===== config.mk =====
export PLATFORM = sky130hd
export DESIGN_NAME = uart_tx_frame
export DESIGN_NICKNAME = d
export VERILOG_FILES = /design/src/rtl/uart_tx_frame.sv
export SDC_FILE = /design/constraint.sdc
export NUM_CORES = 1
export LEC_CHECK = 0
export ABC_AREA = 1
export CAP_MARGIN = 20
export CORE_MARGIN = 5
export CORE_UTILIZATION = 55
export CTS_BUF_LIST = sky130_fd_sc_hd__clkbuf_16
export DETAILED_ROUTE_END_ITERATION = 12
export PLACE_DENSITY = 0.87
export SYNTH_ARGS = -nofsm -noshare
export SYNTH_HDL_FRONTEND = slang
export SYNTH_SLANG_ARGS = --single-unit

===== constraint.sdc =====
create_clock -name CLK -period 3.63 [get_ports CLK]
set_input_delay 0.363 -clock CLK [delete_from_list [all_inputs] [get_ports CLK]]
set_output_delay 0.363 -clock CLK [all_outputs]
set_load 0.005 [all_outputs]

===== src/rtl/uart_tx_frame.sv =====
// uart_tx_frame: UART transmitter; start, data LSB first, optional parity, stop.
// Each bit is held for Prescale clocks, and TX_OUT/busy are registered.
module uart_tx_frame #(
    parameter int data_width = 8
) (
    input  logic                  CLK,
    input  logic                  RST,
    input  logic [data_width-1:0] P_DATA,
    input  logic                  Data_Valid,
    input  logic                  PAR_EN,
    input  logic                  PAR_TYP,
    input  logic [5:0]            Prescale,
    output logic                  TX_OUT,
    output logic                  busy
);
    localparam int BW = (data_width > 1) ? $clog2(data_width) : 1;
    localparam logic [BW-1:0] BIT_LAST = BW'(data_width - 1);

    typedef enum logic [2:0] {IDLE, START, DATA, PARITY, STOP} state_t;

    state_t                state_q, state_d;
    logic [5:0]            edge_cnt_q, edge_cnt_d;
    logic [BW-1:0]         bit_cnt_q, bit_cnt_d;
    logic [data_width-1:0] data_q, data_d;
    logic                  par_en_q, par_en_d;
    logic                  par_q, par_d;
    logic [5:0]            presc_q, presc_d;
    logic                  tx_q, tx_d;
    logic                  busy_q, busy_d;
    logic [5:0]            last_cnt;
    logic                  last;

    assign last_cnt = (presc_q == 6'd0) ? 6'd0 : presc_q - 6'd1;
    assign last     = edge_cnt_q == last_cnt;
    assign TX_OUT   = tx_q;
    assign busy     = busy_q;

    always_ff @(posedge CLK) begin
        if (RST) begin
            state_q    <= IDLE;
            edge_cnt_q <= '0;
            bit_cnt_q  <= '0;
            data_q     <= '0;
            par_en_q   <= 1'b0;
            par_q      <= 1'b0;
            presc_q    <= '0;
            tx_q       <= 1'b1;
            busy_q     <= 1'b0;
        end else begin
            state_q    <= state_d;
            edge_cnt_q <= edge_cnt_d;
            bit_cnt_q  <= bit_cnt_d;
            data_q     <= data_d;
            par_en_q   <= par_en_d;
            par_q      <= par_d;
            presc_q    <= presc_d;
            tx_q       <= tx_d;
            busy_q     <= busy_d;
        end
    end

    always_comb begin
        state_d    = state_q;
        edge_cnt_d = (state_q == IDLE || last) ? 6'd0 : edge_cnt_q + 6'd1;
        bit_cnt_d  = bit_cnt_q;
        data_d     = data_q;
        par_en_d   = par_en_q;
        par_d      = par_q;
        presc_d    = presc_q;
        case (state_q)
            IDLE: if (Data_Valid) begin
                state_d  = START;
                data_d   = P_DATA;
                par_en_d = PAR_EN;
                par_d    = ^P_DATA ^ PAR_TYP;
                presc_d  = Prescale;
            end
            START: if (last) begin
                state_d   = DATA;
                bit_cnt_d = '0;
            end
            DATA: if (last) begin
                state_d   = (bit_cnt_q != BIT_LAST) ? DATA : (par_en_q ? PARITY : STOP);
                bit_cnt_d = (bit_cnt_q != BIT_LAST) ? bit_cnt_q + 1'b1 : bit_cnt_q;
            end
            PARITY: if (last) state_d = STOP;
            STOP:   if (last) state_d = IDLE;
            default: state_d = IDLE;
        endcase
    end

    // Outputs are computed from the next state so the registered line moves with the FSM.
    always_comb begin
        tx_d   = (state_d == START)  ? 1'b0 :
                 (state_d == DATA)   ? data_d[bit_cnt_d] :
                 (state_d == PARITY) ? par_d : 1'b1;
        busy_d = state_d != IDLE;
    end
endmodule


Yosys cells after proc, flatten, opt, wreduce, memory -nomap -nowiden. Cells that the tools add are included.

Register bits after elaboration: 30. Memory bits (writable): 0. Output and inout bits: 2. Bits in latches: 0. Input port bits: 19. Logic and storage cells: 52. Memories: 0. ROM bits: 0.

Order comparisons: 1. Multiplexer cells: 22. Multiply operators: 0. Shifts and indexed selects: 0. Eq/ne operators: 9. Div/mod/pow operators: 0. Reduce and logical (&&, ||, !) cells: 7. Add/sub/neg operators: 3. Bitwise operators: 1.

Operators with widths (count): $mux 3 (10); $mux 8 (2); $pmux 3 s5 (1); $eq 3x2->1 const B (4); $reduce_xor 8->1 (1); $add 6x1->6 const B (1); $eq 3x1->1 const B (2); $eq 6x6->1 (1); $logic_not 6->1 (1); $mux 1 (6); $mux 6 (1); $pmux 3 s2 (1); $sub 6x1->6 const B (1); $lt 3x4->1 const B (1); $add 3x1->3 const B (1); $bmux 1 s3 (1); $eq 3x3->1 const B (1); $logic_not 3->1 (1); $ne 3x3->1 const B (1); $reduce_bool 3->1 (1); $reduce_and 2->1 (1); $reduce_or 2->1 (1); $logic_or 1x1->1 (1); $xor 1x1->1 (1).

Longest topological paths before layout.
Depth in word-level cells: 9. Mapped depth: 20.

Worst setup path after synthesis. No wires, ideal clock.

Path kind: register to register. From: register presc_q[0]. To: register tx_q (netlist: TX_OUT). Stages on the path, launching flop included: 21. Data arrival time: 1.849 ns. Library setup time: 0.112 ns. Clock period less this slack: 1.961 ns. Path slack: 1.669 ns. Cells stage by stage: dfxtp_1 -> inv_2 -> ha_1 -> nand2_1 -> nand2_1 -> o21ai_1 -> nand2_1 -> nand2_1 -> nand2_1 -> nor2_4 -> nand2_4 -> nand2_4 -> nand2_4 -> nand2_4 -> nand2_4 -> nand2_1 -> nand3_1 -> nand3_1 -> nand3_1 -> nand2_1 -> nand2_1.

Longest elaborated chain between the ends: 9. Elaborated cells on any way between the ends: 20. Those cells by class: 1 x add/sub; 4 x eq/ne; 14 x mux; 1 x reduce/logical.

RTL lines: from (decl) (RTL line 27) `logic [5:0] presc_q, presc_d;`; from (signal assigned) (RTL line 56) `presc_q <= presc_d;`; $sub 6x1->6 or $logic_not 6->1 (tied branches) (RTL line 33) `assign last_cnt = (presc_q == 6'd0) ? 6'd0 : presc_q - 6'd1;`; $mux 6 (*) (RTL line 33); $eq 6x6->1 (*) (RTL line 34) `assign last = edge_cnt_q == last_cnt;`; $mux 3 (on tied branches); $pmux 3 s2 or $pmux 3 s5 (tied branches) (RTL line 70) `case (state_q)`; $bmux 1 s3 or $eq 3x2->1 (tied branches) (RTL line 95, 96); $mux 1 (on tied branches) (RTL line 95, 96); $mux 1 (RTL line 95) `(state_d == DATA) ? data_d[bit_cnt_d] :`; $mux 1 (*) (RTL line 94) `tx_d = (state_d == START) ? 1'b0 :`; to (signal assigned) (RTL line 57) `tx_q <= tx_d;`; to (decl) (RTL line 28) `logic tx_q, tx_d;`.

Mark *: on every way between the ends. The rest lies on a longest branch, timed or not. The select of a mux whose other input is x is not followed. A chain may end at the register's enable or synchronous reset.

Worst setup path in the final report. Same ends and word-level chain as after synthesis.

==> flow_summary_export.csv <==
group,metric,value,unit
synth,syn-cell-area,0.00173,mm^2
min_path,holdCritStartpoint,"edge_cnt_q[0]",
timing,fin_worst_hold_slack,482,ps
min_path,hold_path.class,"reg2reg",
synth,yosysWarnings,0,
synth,netlist-cell-type-count,29,
routing,wirelength,3570,um
finish,area_delta_synth_final,22.1,%
cts,cts_tree,"done",
timing,fin_crit_sh,62.9,%
die,die_area,0.00437,mm^2
routing,first_iter_violations,111,
cts,clk_pin_slew,50,ps
setup_path,r2r_start,"presc_q[0]",
finish,antenna_cells,0,
global_route,antenna_found_initial,0,
timing,fmax,438,MHz
synth,syn_avg_cell_area,6.95,um^2
synth,synth_fa_ha_area_share,2.17,%
die,die_y,66.1,um
routing,vias_per_cell,5.02,
synth,yosys_register_bits,30,
placed_design,dpl.cell_count,310,
timing,max-slew-margin-rel,61.4,%
global_route,grt_max_degree,25,
synth,synth_simple_gate_area_share,38.8,%
cts,htree_levels,2,
finish,finalInstanceArea,0.00211,mm^2
synth,synth.area.mux_share,0.578,%
placed_design,place.gp.congestion,0.839,
setup_path,rr_worst_depth,19,
cts,cts_resized,0,
timing,tns,0,ps
cts,hold_buffers,0,
synth,async_flop_share,0,%
timing,setup_viol,0,
placed_design,dp_hpwl,2500,um
power_and_ir_drop,p_per_area,460,mW/mm^2
routing,vias,1592,
cts,clock_latency,270,ps
finish,drive_gt1_share,12.8,%
setup_path,rrSetupSlack,1340,ps
timing,worst_pin_slew,577,ps
status,outcome,"finished, final reports clean",
routing,route.detailed.drc,0,
synth,syn_nets,271,
placed_design,dpl-instance-area,0.00198,mm^2
job,max-cap-violations,0,
timing,finalClockSkew,3.05,ps
die,core_area,0.00303,mm^2
power_and_ir_drop,power,0.973,mW
routing,wl_met1,1570,um
timing,period_needed,2290,ps
finish,fin_nets,295,
cts,cts_buffers,5,
cts,clock-root-buffer,"clkbuf_16",
finish,finalNonFillerCells,317,
finish,final_util,69.8,%
timing,hold_viol,0,
synth,syn_inst,249,
synth,seq_area_frac_synth,34.7,%
timing,finalMaxSlewViolations,0,
die,dieWidth,66.1,um
placed_design,io_buffer_count,20,
synth,synth_compound_area_share,9.03,%
routing,ant_nets,0,
timing,layout_setup_ws,1340,ps
routing,first_pass_iters,4,
routing,dr_wl_met3,218,um
routing,dr.max_layer_used,"met4",
synth,synth_edf_count,0,
global_route,grt_overflow,0,
cts,cts_sinks,30,
setup_path,cp.arrival,2460,ps
synth,synth_top_family_by_area,"simple AND/OR/NAND/NOR gates",
synth,synth-xor-area-share,6.07,%
setup_path,required,3800,ps
setup_path,worstSetupPathType,"reg2reg",
setup_path,cp_max_fo,9,
min_path,min_path_cells,1,
routing,routed-wl-met2,1690,um
global_route,grt_pass1_wl,6170,um
cts,post_cts_buffers,0,
cts,clk_path_buf_depth,2,
setup_path,end_kind,"register",
setup_path,cp-start-kind,"register",
global_route,grt_util_all_layers,18.3,%
routing,drt-wirelength-per-cell,11.3,um
setup_path,rr_endpoint,"TX_OUT",
global_route,grt_pass1_vias,1551,
die,ios,21,
die,row_count,20,
power_and_ir_drop,p_leak,0.961,nW
placed_design,dpl_worst_slack,1340,ps
timing,rsz0062_at_grt,"false",
power_and_ir_drop,peakVddDrop,0.295,mV
die,start_util,57.2,%
synth,synthFlopType,"dfxtp_1",
min_path,holdPathEnd,"edge_cnt_q[0]",
-- cells by family (layout without fill, tap and decap cells) --
kind of cell	after synthesis	in the layout
flops	30	30
buf+inv	40	64
compound gates	30	30
xor+xnor	12	12
simple gates	133	133
fa+ha+maj	3	3
mux	1	1
-- worst max-delay path by stage --
stage | from | end | slack, ps
floorplan | presc_q[0] | TX_OUT | 1670
global placement | Data_Valid | TX_OUT | 1400
detailed placement | Data_Valid | TX_OUT | 1340
CTS | presc_q[0] | TX_OUT | 1370
global route | presc_q[0] | TX_OUT | 1130
finish | presc_q[0] | TX_OUT | 1340
-- worst max-delay path: stages, from the launching register on --
cell and delay [ps]:
dfxtp_1 300, inv_2 120, ha_1 290, nand3_2 190, nand2_1 110, nand2_1 50, nand2_1 60, nand2_2 60
nor2_4 160, nand2_4 120, nand2_4 80, nand2_4 60, nand2_4 100, nand2_4 60, nand2_1 60, nand3_1 60
nand3_1 90, nand3_1 90, nand2_1 70, nand2_1 40
-- cell usage after synthesis, drive strengths merged (3+ instances only) --
master / count / area, um^2
nand4: 3 / 18.8
nand3b: 3 / 22.5
nor2: 32 / 140
nand2: 56 / 258
nand3: 27 / 153
dfxtp: 30 / 601
inv: 36 / 135
a21oi: 11 / 58.8
xnor2: 4 / 35.0
o21ai: 18 / 90.1
or2: 7 / 43.8
clkbuf: 4 / 15.0
xor2: 8 / 70.1
ha: 3 / 37.5
-- sequential cells by signal (all words and copies together), names as in the netlist --
name,flops
state_q,3
par_en_q,1
par_q,1
presc_q,6
TX_OUT,1
data_q,8
busy,1
bit_cnt_q,3
edge_cnt_q,6
-- cell usage in the layout, fill, tap and decap left out, drive strengths merged --
cell type      synthesis  final
or2                    7      7
nor2                  32     32
buf                    0      1
xor2                   8      8
clkbuf                 4      5
nand4                  3      3
o21ai                 18     18
ha                     3      3
mux2i                  1      1
clkdlybuf4s50          0     20
nor3b                  2      2
clkinv                 0      2
nand3                 27     27
dfxtp                 30     30
nor4                   1      1
xnor2                  4      4
o211ai                 1      1
nor3                   2      2
nand2                 56     56
a21oi                 11     11
inv                   36     36
nand3b                 3      3
-- final cells by class --
cell class                      count  area, um^2
Fill cell                         252         913
Inverter                           36         135
Sequential cell                    30         601
Clock buffer                        5         125
Multi-Input combinational cell    179         981
Tap cell                           44        55.1
Clock inverter                      2        10.0
Timing Repair Buffer               21         208
-- power breakdown --
group	internal (mW)	switching (mW)
Clock	0.246	0.136
Combinational	0.0942	0.130
Sequential	0.354	0.0129
Total	0.694	0.279
-- routing by layer --
metal	track usage, %	vias to the layer above
li1	-	833
met1	20.0	708
met2	32.2	41
met3	4.25	10
met4	9.64	0
met5	0	-
Power figures use the tool's default switching activity.
